[src/rtl/uart_pkg.sv]
// rtl/uart_pkg.sv - UART frame states and parity helper shared by receiver and transmitter
package uart_pkg;

    typedef enum logic [2:0] {
        ST_IDLE,
        ST_START,
        ST_DATA,
        ST_PARITY,
        ST_STOP
    } uart_state_t;

    // True when data parity combined with the parity bit disagrees with the selected sense.
    function automatic logic parity_mismatch(input logic data_xor, input logic par_bit,
                                             input logic odd);
        return (data_xor ^ par_bit) != odd;
    endfunction

endpackage

[src/rtl/uart_baud_tick.sv]
// rtl/uart_baud_tick.sv - baud counter with half/full-period reload and one-cycle tick
module uart_baud_tick #(
    parameter int BAUD_DIV = 434
) (
    input  logic clk,
    input  logic reset,
    input  logic reload,
    input  logic half,
    output logic tick
);

    localparam int CW = $clog2(BAUD_DIV);
    localparam logic [CW-1:0] HALF_LAST = CW'(BAUD_DIV / 2 - 1);
    localparam logic [CW-1:0] FULL_LAST = CW'(BAUD_DIV - 1);

    logic [CW-1:0] count;

    assign tick = (count == (half ? HALF_LAST : FULL_LAST));

    // Wrapping on tick restarts the period on every state change the tick causes.
    always_ff @(posedge clk) begin
        if (reset || reload) begin
            count <= '0;
        end else if (tick) begin
            count <= '0;
        end else begin
            count <= count + 1'b1;
        end
    end

endmodule

[src/rtl/uart_rx_framed.sv]
// rtl/uart_rx_framed.sv - framed UART receiver with valid/ready output and error status
module uart_rx_framed
    import uart_pkg::*;
#(
    parameter int DATA_BITS  = 8,
    parameter int BAUD_DIV   = 434,
    parameter int PARITY_EN  = 0,
    parameter int PARITY_ODD = 0,
    parameter int STOP_BITS  = 1
) (
    input  logic                 clk,
    input  logic                 reset,
    input  logic                 rx,
    output logic [DATA_BITS-1:0] rx_data,
    output logic                 rx_valid,
    input  logic                 rx_ready,
    output logic                 frame_err,
    output logic                 parity_err,
    output logic                 overrun,
    output logic                 busy
);

    localparam int BW = $clog2(DATA_BITS + 2);
    localparam logic [BW-1:0] LAST_DATA = BW'(DATA_BITS - 1);
    localparam logic [BW-1:0] LAST_STOP = BW'(STOP_BITS - 1);

    logic                 rx_m, rx_s, armed;
    uart_state_t          state, state_n;
    logic [BW-1:0]        bit_cnt, bit_cnt_n;
    logic [DATA_BITS-1:0] shift, shift_n;
    logic                 frame_acc, frame_acc_n;
    logic                 par_acc, par_acc_n;
    logic                 tick, load;

    uart_baud_tick #(.BAUD_DIV(BAUD_DIV)) u_baud (
        .clk    (clk),
        .reset  (reset),
        .reload (state == ST_IDLE),
        .half   (state == ST_START),
        .tick   (tick)
    );

    assign busy = (state != ST_IDLE);

    always_ff @(posedge clk) begin
        if (reset) begin
            rx_m <= 1'b1;
            rx_s <= 1'b1;
        end else begin
            rx_m <= rx;
            rx_s <= rx_m;
        end
    end

    // Disarmed on every start so a line stuck low after a break cannot retrigger.
    always_ff @(posedge clk) begin
        if (reset) begin
            armed <= 1'b0;
        end else if (state == ST_IDLE) begin
            if (rx_s)
                armed <= 1'b1;
            else if (armed)
                armed <= 1'b0;
        end
    end

    always_ff @(posedge clk) begin
        if (reset) begin
            state     <= ST_IDLE;
            bit_cnt   <= '0;
            shift     <= '0;
            frame_acc <= 1'b0;
            par_acc   <= 1'b0;
        end else begin
            state     <= state_n;
            bit_cnt   <= bit_cnt_n;
            shift     <= shift_n;
            frame_acc <= frame_acc_n;
            par_acc   <= par_acc_n;
        end
    end

    always_comb begin
        state_n     = state;
        bit_cnt_n   = bit_cnt;
        shift_n     = shift;
        frame_acc_n = frame_acc;
        par_acc_n   = par_acc;
        load        = 1'b0;
        case (state)
            ST_IDLE: begin
                bit_cnt_n   = '0;
                frame_acc_n = 1'b0;
                par_acc_n   = 1'b0;
                if (!rx_s && armed)
                    state_n = ST_START;
            end
            ST_START: begin
                if (tick)
                    state_n = rx_s ? ST_IDLE : ST_DATA;
            end
            ST_DATA: begin
                if (tick) begin
                    shift_n = {rx_s, shift[DATA_BITS-1:1]};
                    if (bit_cnt == LAST_DATA) begin
                        bit_cnt_n = '0;
                        state_n   = (PARITY_EN != 0) ? ST_PARITY : ST_STOP;
                    end else begin
                        bit_cnt_n = bit_cnt + 1'b1;
                    end
                end
            end
            ST_PARITY: begin
                if (tick) begin
                    par_acc_n = (PARITY_EN != 0) && parity_mismatch(^shift, rx_s, PARITY_ODD != 0);
                    state_n   = ST_STOP;
                end
            end
            ST_STOP: begin
                if (tick) begin
                    if (!rx_s)
                        frame_acc_n = 1'b1;
                    if (bit_cnt == LAST_STOP) begin
                        state_n = ST_IDLE;
                        load    = 1'b1;
                    end else begin
                        bit_cnt_n = bit_cnt + 1'b1;
                    end
                end
            end
            default: state_n = ST_IDLE;
        endcase
    end

    // A completing frame wins over acceptance; overrun flags a word lost without handshake.
    always_ff @(posedge clk) begin
        if (reset) begin
            rx_data    <= '0;
            rx_valid   <= 1'b0;
            frame_err  <= 1'b0;
            parity_err <= 1'b0;
            overrun    <= 1'b0;
        end else if (load) begin
            rx_data    <= shift;
            frame_err  <= frame_acc_n;
            parity_err <= par_acc;
            rx_valid   <= 1'b1;
            overrun    <= rx_valid && !rx_ready;
        end else if (rx_valid && rx_ready) begin
            rx_valid <= 1'b0;
            overrun  <= 1'b0;
        end
    end

endmodule
[config.mk]
export PLATFORM = sky130hd
export DESIGN_NAME = uart_rx_framed
export DESIGN_NICKNAME = d
export VERILOG_FILES = /design/src/rtl/uart_pkg.sv /design/src/rtl/uart_baud_tick.sv /design/src/rtl/uart_rx_framed.sv
export SDC_FILE = /design/constraint.sdc
export NUM_CORES = 1
export LEC_CHECK = 0
export BUFFER_PORTS_ARGS = -buffer_cell sky130_fd_sc_hd__buf_2
export CAP_MARGIN = 5
export CORE_MARGIN = 2
export CORE_UTILIZATION = 50
export DETAILED_ROUTE_END_ITERATION = 8
export PLACE_DENSITY = 0.69
export SLEW_MARGIN = 20
export SYNTH_ARGS = -nofsm -noshare
export SYNTH_HDL_FRONTEND = slang
export SYNTH_SLANG_ARGS = --single-unit
[constraint.sdc]
create_clock -name clk -period 3.05 [get_ports clk]
set_input_delay 0.305 -clock clk [delete_from_list [all_inputs] [get_ports clk]]
set_output_delay 0.305 -clock clk [all_outputs]
set_load 0.005 [all_outputs]
Yosys cells after proc, flatten, opt, wreduce, memory -nomap -nowiden
Index checks and enable logic that the tools add are counted. W data, S select, Z words.

Flip-flop bits (word level): 41. Latch bits: 0. RAM bits: 0. Memory bits (read-only): 0. Input port bits: 4. Output and inout bits: 13. Word-level logic and storage cells: 74. Memories: 0.

$add $sub $neg: 2. Multipliers: 0. Divide/modulo/power cells: 0. $lt $le $gt $ge: 0. Equal/unequal tests: 14. Shifts and indexed selects: 0. Muxes and demuxes: 27. Bitwise gates (word level): 0. Reductions and logical operators: 17.

Operators by type and width (number): $mux W3 (7); $mux W4 (4); $ne A2 B2 Y1 const B (8); $pmux W3 S5 (1); $pmux W4 S3 (1); $mux W1 (10); $add A9 B1 Y9 const B (1); $eq A9 B9 Y1 (1); $mux W9 (1); $reduce_and A7 Y1 (1); $eq A3 B2 Y1 const B (2); $reduce_bool A3 Y1 (2); $add A4 B1 Y4 const B (1); $eq A4 B3 Y1 const B (1); $logic_not A4 Y1 (1); $pmux W1 S2 (2); $reduce_and A2 Y1 (2); $reduce_and A4 Y1 (1); $reduce_bool A2 Y1 (2); $eq A3 B1 Y1 const B (1); $eq A3 B3 Y1 const B (1); $logic_and A1 B1 Y1 (3); $logic_not A3 Y1 (1); $logic_not A1 Y1 (2); other kinds (3) (3).

Longest topological paths before layout
Word-level depth: 6. Gate-level depth with buffers: 8. Mapped depth without buffers: 7.

Modules after synthesis
Synthesis repeated with hierarchy kept, for this count alone.

Cell total of the unflattened synthesis: 175. Area total of the unflattened synthesis: 1721.7 um2.

By module, submodules not included: uart_rx_framed (instances 1, cells each 131, area each 1298.7 um2, sequential area each 600.6 um2); uart_baud_tick (instances 1, cells each 44, area each 422.9 um2, sequential area each 180.2 um2).

Worst setup path before layout
No wires, ideal clock.

Path type: reg-to-reg. Start: register bit_cnt[0]. End: register bit_cnt[2]. Setup time: 0.074 ns. Arrival: 1.670 ns. Data required time: 2.976 ns. Path slack: 1.305 ns. Cell stages (with the launch flop): 8. Buffers on the path: 0. Clock period less this slack: 1.745 ns. Cells stage by stage: dfxtp_1 inv_1 ha_1 nor3b_1 or2_2 a2111oi_0 nand4_1 a31oi_1.

Longest elaborated chain between the ends: 4. Elaborated cells on any way between the ends: 10. Classes of those cells: add/sub: 1; eq/ne: 2; mux: 5; reduce/logical: 2.

Ends and longest elaborated chain: start, declared (RTL line uart_rx_framed.sv:29) `logic [BW-1:0] bit_cnt, bit_cnt_n;`; start signal, assigned (RTL line uart_rx_framed.sv:76) `bit_cnt <= bit_cnt_n;`; $add A4 B1 Y4 or $eq A4 B3 Y1 (tied branches) (RTL line uart_rx_framed.sv:109, uart_rx_framed.sv:127, uart_rx_framed.sv:105); $mux W4, on equally long branches (RTL line uart_rx_framed.sv:123, uart_rx_framed.sv:105); $mux W4, on equally long branches (RTL line uart_rx_framed.sv:120, uart_rx_framed.sv:103); $pmux W4 S3 (RTL line uart_rx_framed.sv:90) `case (state)`.

Parallel ways exist; a longest one is shown, timed or not. The select of a mux whose other input is x is not followed. A chain may end at the register's enable or synchronous reset.

Worst setup path in the final report
Start: register state[0]. End: output port busy.

Longest elaborated chain between the ends: 1.

Ends and longest elaborated chain: start, declared (RTL line uart_rx_framed.sv:28) `uart_state_t state, state_n;`; start signal, assigned (RTL line uart_rx_framed.sv:75) `state <= state_n;`; $reduce_bool A3 Y1 (RTL line uart_rx_framed.sv:43) `assign busy = (state != ST_IDLE);`; end, declared (RTL line uart_rx_framed.sv:20) `output logic busy`.

Every way passes these cells.

==> metrics.md <==
| Metric | Value |
|---|---|
| Post-route cell area | `2000 sq um` |
| Final Hold Viols | `0` |
| Max_cap viols | `0` |
| First-pass GRT wire length | `between 5000 and 6000 um` |
| CTS sink cnt | `39` |
| Fin. max-slew vios | `0` |
| Synth Area per Inst | `approximately 8.6 sq um` |
| Crit share post-route | `between 60% and 70%` |
| WL final | `roughly 3500 um` |
| Vias | `1448` |
| Post-CTS setup buffers | `0` |
| Most used flip-flop cell after synthesis | `dfxtp_1` |
| Placer congestion estimate | `around 0.79` |
| Residual DRC | `0` |
| CTS Buf Count | `5` |
| Relative slew margins | `between 60% and 70%` |
| CP Data Arrival Time | `1.66 ns` |
| Crit-path max FO | `17` |
| Final Skew | `0.00607 ns` |
| Post-cts gate resize count | `0` |
| Worst Setup Start Kind | `flip-flop` |
| Row count | `22` |
| Max IR drop VDD | `roughly 0.00034 V` |
| Die height | `around 65 um` |
| Outcome | `finished, final reports clean` |
| Final min period | `about 2.0 ns` |
| Layout cells sized above 1 | `between 10% and 20%` |
| RSZ-0062 raised after global routing | `no` |
| WL met1 | `roughly 1800 um` |
| Cell Count, Final, Fillers Out | `273` |
| IO Pins | `17` |
| Area added between synthesis and finish | `8.41%` |
| R2R Setup Slk | `about 1.1 ns` |
| CP required | `roughly 2.7 ns` |
| Via density | `5.30` |
| Antenna Nets Post-Route | `0` |
| Uppermost routed layer | `met4` |
| H-tree depth | `2` |
| Post-DP HPWL | `2330 um` |
| Final net count | `between 200 and 250` |
| Post-DP Area | `between 1500 and 2000 sq um` |
| Iteration-0 DRC Markers | `around 150` |
| Post-synth EDFFs | `0` |
| GRT overflow | `0` |
| CTS tree | `done` |
| WS Path Type | `reg2out` |
| I/O Buffers | `15` |
| Most common cell after layout, fill and taps aside | `dfxtp_1` |
| Distinct cells, synth | `45` |
| Mapped Area | `1850 sq um` |
| # diodes | `0` |
| Async S/R FF share, synth | `0%` |
| Clk buf depth | `2` |
| Most area-consuming cells after synthesis | `dfxtp_1 (42%), nor2_1 (5.5%), nand2_1 (4.7%)` |
| Sequential share of the synthesized area | `between 40% and 50%` |
| Yosys top cell area share | `a little over two fifths` |
| Critical path endpoint category | `output port` |
| Clock Latency Late Sink | `0.30 ns` |
| Synthesis warning total | `0` |
| # fillers | `340` |
| # hold bufs at CTS | `0` |
| Worst-Margin Slew | `between 0.5 and 0.6 ns` |
| Initial antenna violation count | `0` |
| Setup TNS | `0 ns` |
| Final core area utilization | `between 50 and 60%` |
| Drt first pass iters | `4` |
| Chip width | `about 65 um` |
| Final setup vio count | `0` |
| Die area | `~4200 sq um` |
| Vias in the first global route | `around 1300` |
| FF+latch count, synth | `39` |
| Core area | `3610 sq um` |
| FMAX | `just over 500 MHz` |
| Post-Place Cells | `265` |
| Power, Total | `just under 0.9 mW` |
| Most frequent cells in the layout | `dfxtp_1 (39), nor2_1 (27), nand2_1 (23)` |
| Synth Net Count | `roughly 220` |
| Starting Density | `between 50% and 60%` |
| Overall global routing resource usage | `between 10% and 20%` |
| Pwr Density | `between 400 and 500 nW/um^2` |
| Met2 Wirelength | `about 1500 um` |
| WL per Instance | `between 10 and 15 um` |
| Seq. cell area | `between 700 and 800 sq um` |
| Combined area of the multi-input logic cells | `958 sq um` |
| Hold Crit Class | `in2reg` |
| CTS root buf | `clkbuf_8` |
| Cells after Synth | `~220` |
| LEAKAGE | `roughly 0.69 nW` |
| Area leader, netlist | `dfxtp_1` |
| CTS clk-pin slew, worst paths | `roughly 0.080 ns` |
| Largest net degree at the start of global routing | `35` |
| Met3 wire length | `between 100 and 150 um` |
-- power breakdown --
| group | switching, mW | internal [mW] |
|---|---|---|
| Sequential | 0.00454 | 0.512 |
| Combinational | 0.0134 | 0.00811 |
| Clock | 0.194 | 0.163 |
| Total | 0.212 | 0.683 |
-- cell usage after synthesis (all sizes together) (2+ instances only) --
library cell / n
and3: 2
ha: 3
nand3b: 4
or3b: 2
nor2: 27
xor2: 5
buf: 8
nor3b: 2
a21oi: 13
nand2b: 7
a31oi: 5
nor3: 6
nor2b: 2
nand3: 11
and4bb: 2
clkbuf: 6
xnor2: 2
or3: 2
nand4: 4
or2: 3
mux2i: 8
o21ai: 8
inv: 7
a21o: 2
nand2: 23
dfxtp: 39
-- worst max-delay path: stages, from the launching register on --
cell     delay, ns
dfxtp_1       0.48
nor3_1        0.54
inv_1         0.18
buf_2         0.17
-- cell type report --
cell class	instances	area share, %
Tap cell	48	3.00
Inverter	7	1.31
Timing Repair Buffer	16	4.13
Clock inverter	3	1.19
Sequential cell	39	39.0
Clock buffer	5	3.44
Multi-Input combinational cell	155	47.9
-- state kept, by name, indices dropped and copies added (netlist names) --
signal        cells
rx_m              1
u_baud.count      9
shift             8
rx_data           8
state             3
rx_s              1
armed             1
frame_err         1
rx_valid          1
overrun           1
frame_acc         1
bit_cnt           4
-- final timing paths --
check | cells past startpoint | start | to
setup reg to reg | 5 | state[0] | u_baud.count[2]
setup / recovery | 3 | state[0] | busy
hold / removal | 2 | rx | rx_m
hold reg to reg | 1 | rx_m | rx_s
-- metal layers --
| layer | track usage (%) | vias up |
|---|---|---|
| li1 | - | 754 |
| met4 | 7.18 | 0 |
| met1 | 24.3 | 669 |
| met2 | 26.3 | 19 |
| met5 | 0 | - |
| met3 | 6.60 | 6 |
-- cell families (layout without fill, tap and decap cells) --
kind of cell	Yosys count	in the layout	share of synthesized area, %
AO/OA/AOI/OAI	36	36	12.1
XOR/XNOR	7	7	3.32
adder cells (fa/ha/maj)	3	3	2.03
buffers and inverters	21	31	5.76
flip-flops	39	39	42.3
multiplexers	9	9	4.95
other	1	1	0.203
AND/OR/NAND/NOR	99	99	29.3
-- through the flow --
stage / setup WS, ns / hold slack (ns)
after global routing: 0.882 / 0.176
after global placement: 1.14 / 0.393
after floorplan: 1.31 / 0.389
after CTS: 1.07 / 0.182
final: 1.08 / 0.189
after detailed placement: 1.11 / 0.396
No activity file was read; power rests on OpenSTA's default activity.
